$ cat src/rtl/glyph_shifter.sv
// Two-stage text-mode pixel pipeline: ROM row select, then MSB-first glyph
// shift and RGB332 colouring. Optional blink masking under `GLYPH_BLINK_EN.
module glyph_shifter (
  input  logic       clk,
  input  logic       reset,
  input  logic       pixel_tick,
  input  logic       video_on,
  input  logic       hsync_in,
  input  logic       vsync_in,
  input  logic [9:0] pixel_x,
  input  logic [9:0] pixel_y,
  input  logic [7:0] rom_data,
  input  logic [7:0] fg_color,
  input  logic [7:0] bg_color,
  input  logic       blink_req,
  output logic [3:0] rom_row,
  output logic [7:0] rgb,
  output logic       hsync_out,
  output logic       vsync_out,
  output logic       glyph_pix
);

  logic [2:0] r_xq1;
  logic       r_von1;
  logic       r_hs1;
  logic       r_vs1;
  logic [7:0] r_sreg;

  logic       w_load;
  logic       w_bit;
  logic       w_mask;
  logic [7:0] w_sreg_next;
  logic [7:0] w_rgb_next;

  // Only the in-cell column and in-row line are used by the pipeline.
  logic w_unused_coords;
  assign w_unused_coords = ^{pixel_x[9:3], pixel_y[9:4]};

`ifdef GLYPH_BLINK_EN
  logic [5:0] r_blink_cnt;
  logic       w_vs_fall;

  // r_vs1 holds vsync_in from the previous pixel_tick, so this is the
  // falling edge as seen at pixel rate.
  assign w_vs_fall = r_vs1 & ~vsync_in;

  always_ff @(posedge clk) begin
    if (reset) begin
      r_blink_cnt <= '0;
    end else if (pixel_tick && w_vs_fall) begin
      r_blink_cnt <= r_blink_cnt + 6'd1;
    end
  end

  assign w_mask = blink_req & r_blink_cnt[5];
`else
  logic w_unused_blink;
  assign w_unused_blink = blink_req;
  assign w_mask         = 1'b0;
`endif

  always_comb begin
    w_load      = (r_xq1 == 3'd0);
    w_bit       = w_load ? rom_data[7] : r_sreg[6];
    w_sreg_next = w_load ? rom_data : {r_sreg[6:0], 1'b0};
    w_rgb_next  = '0;
    if (r_von1) begin
      w_rgb_next = (w_bit && !w_mask) ? fg_color : bg_color;
    end
  end

  always_ff @(posedge clk) begin
    if (reset) begin
      rom_row   <= '0;
      r_xq1     <= '0;
      r_von1    <= 1'b0;
      r_hs1     <= 1'b1;
      r_vs1     <= 1'b1;
      r_sreg    <= '0;
      glyph_pix <= 1'b0;
      rgb       <= '0;
      hsync_out <= 1'b1;
      vsync_out <= 1'b1;
    end else if (pixel_tick) begin
      rom_row   <= pixel_y[3:0];
      r_xq1     <= pixel_x[2:0];
      r_von1    <= video_on;
      r_hs1     <= hsync_in;
      r_vs1     <= vsync_in;
      r_sreg    <= w_sreg_next;
      glyph_pix <= w_bit;
      rgb       <= w_rgb_next;
      hsync_out <= r_hs1;
      vsync_out <= r_vs1;
    end
  end

endmodule

$ cat config.mk
export PLATFORM = sky130hd
export DESIGN_NAME = glyph_shifter
export DESIGN_NICKNAME = d
export VERILOG_FILES = /design/src/rtl/glyph_shifter.sv
export SDC_FILE = /design/constraint.sdc
export NUM_CORES = 1
export LEC_CHECK = 0
export CORE_MARGIN = 1.5
export CORE_UTILIZATION = 34
export DETAILED_ROUTE_END_ITERATION = 8
export HOLD_SLACK_MARGIN = 0.08
export PLACE_DENSITY = 0.86
export SLEW_MARGIN = 20
export SYNTH_ARGS = -nofsm -noshare
export SYNTH_HDL_FRONTEND = slang
export SYNTH_SLANG_ARGS = --single-unit
$ cat constraint.sdc
create_clock -name clk -period 1.7 [get_ports clk]
set_input_delay 0.17 -clock clk [delete_from_list [all_inputs] [get_ports clk]]
set_output_delay 0.17 -clock clk [all_outputs]
set_load 0.1 [all_outputs]
==> flow_metrics.tcl <==
set metrics [dict create \
    number_of_antenna_violations_at_the_first_check_in_global_routing 0 \
    post-route-drc-count 0 \
    slew_viol_final 0 \
    clk_pin_slew_ns 0.16 \
    cts_hold_repair_buffers 0 \
    drive_above_1_share_pct 21.5 \
    fillerInstances 326 \
    total_power_uw 1550 \
    finalSetupViolations 0 \
    cts.repair.resized 0 \
    final_hold_viol_count 0 \
    critical_path_class "reg2reg" \
    worst_slack_ns 0.109 \
    number_of_synthesized_register_bits 28 \
    mappedNetlistNets 171 \
    power.density_nw_per_um2 858 \
    placement.io_buffers 51 \
    core_area_um2 3360 \
    largest_net_degree_at_the_start_of_global_routing 30 \
    synth_warnings 0 \
    worst_hold_path_type "in2reg" \
    setup_total_negative_slack_ns 0 \
    gpl.final_weighted_congestion 0.680 \
    cts.repair_timing.setup_buffer_count 0 \
    initial_utilization_pct 35.6 \
    floorplan.rows 21 \
    critPathCaptureType "flop" \
    dieHeight_um 62.3 \
    path_max_fanout 17 \
    yosys-top-cells-area "dfxtp_1 (47%), mux2i_1 (13%), a221oi_2 (10%), nor2_1 (4.7%), a21oi_1 (3.8%)" \
    route.detailed.vias_per_inst 5.00 \
    cts-root-to-sink-buffers 2 \
    io_pins 66 \
    fmax_mhz 629 \
    worst_clock_skew_ns 0.0130 \
    number_of_distinct_library_cell_variants_in_the_gate_level_netlist_after_synthesis 20 \
    gr_ovfl_total 0 \
    via_count_of_the_first_global_routing_pass 1071 \
    wl_per_cell_um 13.4 \
    grt_first_pass_wirelength_um 4910 \
    synthCells 120 \
    die_w_um 62.3 \
    detail_route.iter0.violations 14 \
    clock_sinks 28 \
    worst_setup_path_start_kind "flop" \
    nNetsFinal 224 \
    post-route-period-util_pct 93.6 \
    multiInputGateArea_um2 607 \
    leakagePower_uw 0.000701 \
    synth_area_um2 1200 \
    cap_violations 0 \
    cts_buf_count 3 \
    insertedDiodeCount 0 \
    num_vias 1090 \
    whs_ns 0.437 \
    drt-pass1-iter-count 4 \
    synth-seq-area-share_pct 46.8 \
    seqCellArea_um2 561 \
    run_status "finished clean" \
    track_usage_pct 15.3 \
    hpwl_um 2230 \
    cts_tree "built" \
    critPathRequiredTime_ns 1.94 \
    detailedPlace.worstSlack_ns 0.130 \
    irDropWorstVdd_uv 476 \
    slew_headroom_pct 77.8 \
    area_growth_pct 51.3 \
    synth.top_cell.area_share_pct 46.8 \
    min_period_ns 1.59 \
    clock_latency_ns 0.33 \
    synth_top_cell_by_area "dfxtp_1" \
    die_area_um2 3890 \
    critical_path_arrival_ns 1.83 \
    cts_root_buffer "clkbuf_4" \
    avgSynthCellArea_um2 9.98 \
    cts_htree_levels 1 \
    postRouteAntennaNets 0 \
    route.final.wire_length_um 2930 \
    worst_pin_slew_ns 0.332 \
    grt_setup_unrepaired "no" \
]
-- state kept, by name (all words and copies together), names as in the netlist --
name / flops
r_vs1: 1
r_hs1: 1
hsync_out: 1
r_von1: 1
glyph_pix: 1
r_xq1: 3
r_sreg: 7
vsync_out: 1
rom_row: 4
rgb: 8
-- critical path: stages, from the launching register on --
cell	delay [ns]
dfxtp_1	0.37
nor3_4	0.26
mux2i_4	0.29
buf_12	0.18
o21ai_0	0.10
a221oi_2	0.29
-- power by group --
| part | switching [uW] | internal, uW |
|---|---|---|
| Clock | 200 | 238 |
| Combinational | 228 | 171 |
| Sequential | 23.0 | 693 |
| Total | 451 | 1100 |
-- final timing paths --
kind               end  depth (start not counted)         from  slack [ns]
max             rgb[6]                          5     r_xq1[1]        0.11
min          r_sreg[0]                          3  rom_data[0]        0.44
max reg2reg     rgb[6]                          5     r_xq1[1]        0.11
min reg2reg  r_sreg[0]                          2    r_sreg[0]        0.48
-- cell usage in the layout, fill, tap and decap left out, types with 6 or more instances in the layout --
| cell type | n |
|---|---|
| dfxtp_1 | 28 |
| nand2_1 | 9 |
| a21oi_1 | 9 |
| mux2i_1 | 14 |
| buf_4 | 20 |
| clkdlybuf4s50_1 | 36 |
| a211oi_1 | 6 |
| nor2_1 | 15 |
| o21ai_0 | 7 |
| a221oi_2 | 8 |
-- per-stage QoR --
step	std cells	util (%)	area [um2]
final	218	53.9	1810
after floorplan	120	-	1210
after detailed placement	214	52.3	1760
after CTS	218	53.9	1810
after global routing	218	53.9	1810
after global placement	214	52.3	1760
-- per-layer routing --
layer	track usage, %	share of wire, %	routed length (um)	up-vias
met5	0	0	0	-
met4	3.33	0.65	19	0
met3	3.80	6.6	193	2
met2	28.7	51	1490	38
met1	17.5	42	1230	511
li1	-	-	-	539
-- synth_stat cells --
| cell | instances |
|---|---|
| dfxtp_1 | 28 |
| a21oi_1 | 9 |
| a221oi_2 | 8 |
| a211oi_1 | 6 |
| clkinv_1 | 1 |
| nor2_1 | 15 |
| buf_2 | 1 |
| nor2b_1 | 2 |
| a211o_1 | 4 |
| nor3_4 | 1 |
| o21ai_0 | 7 |
| nand2_1 | 9 |
| and2_1 | 3 |
| clkbuf_1 | 5 |
| mux2i_1 | 15 |
| nand3_1 | 1 |
| buf_1 | 2 |
| buf_6 | 1 |
| o21ai_1 | 1 |
| a211oi_2 | 1 |
-- cells by family (layout without fill, tap and decap cells) --
group	count (synthesis)	count (layout)	share of synthesized area, %
AOI/OAI and AO/OA	36	36	24.9
and+or+nand+nor	31	31	11.9
DFF	28	28	46.8
muxes	15	15	12.5
buffers and inverters	10	62	3.87
-- layout make-up --
cell class | instances | share of cell area (%)
clock inverter | 1 | 1.66
tap | 46 | 3.18
multi-input combinational | 82 | 33.5
sequential | 28 | 30.9
inverter | 1 | 0.207
timing repair buffer | 57 | 29.3
clock buffer | 3 | 1.24
(Power assumes the default switching activity.)
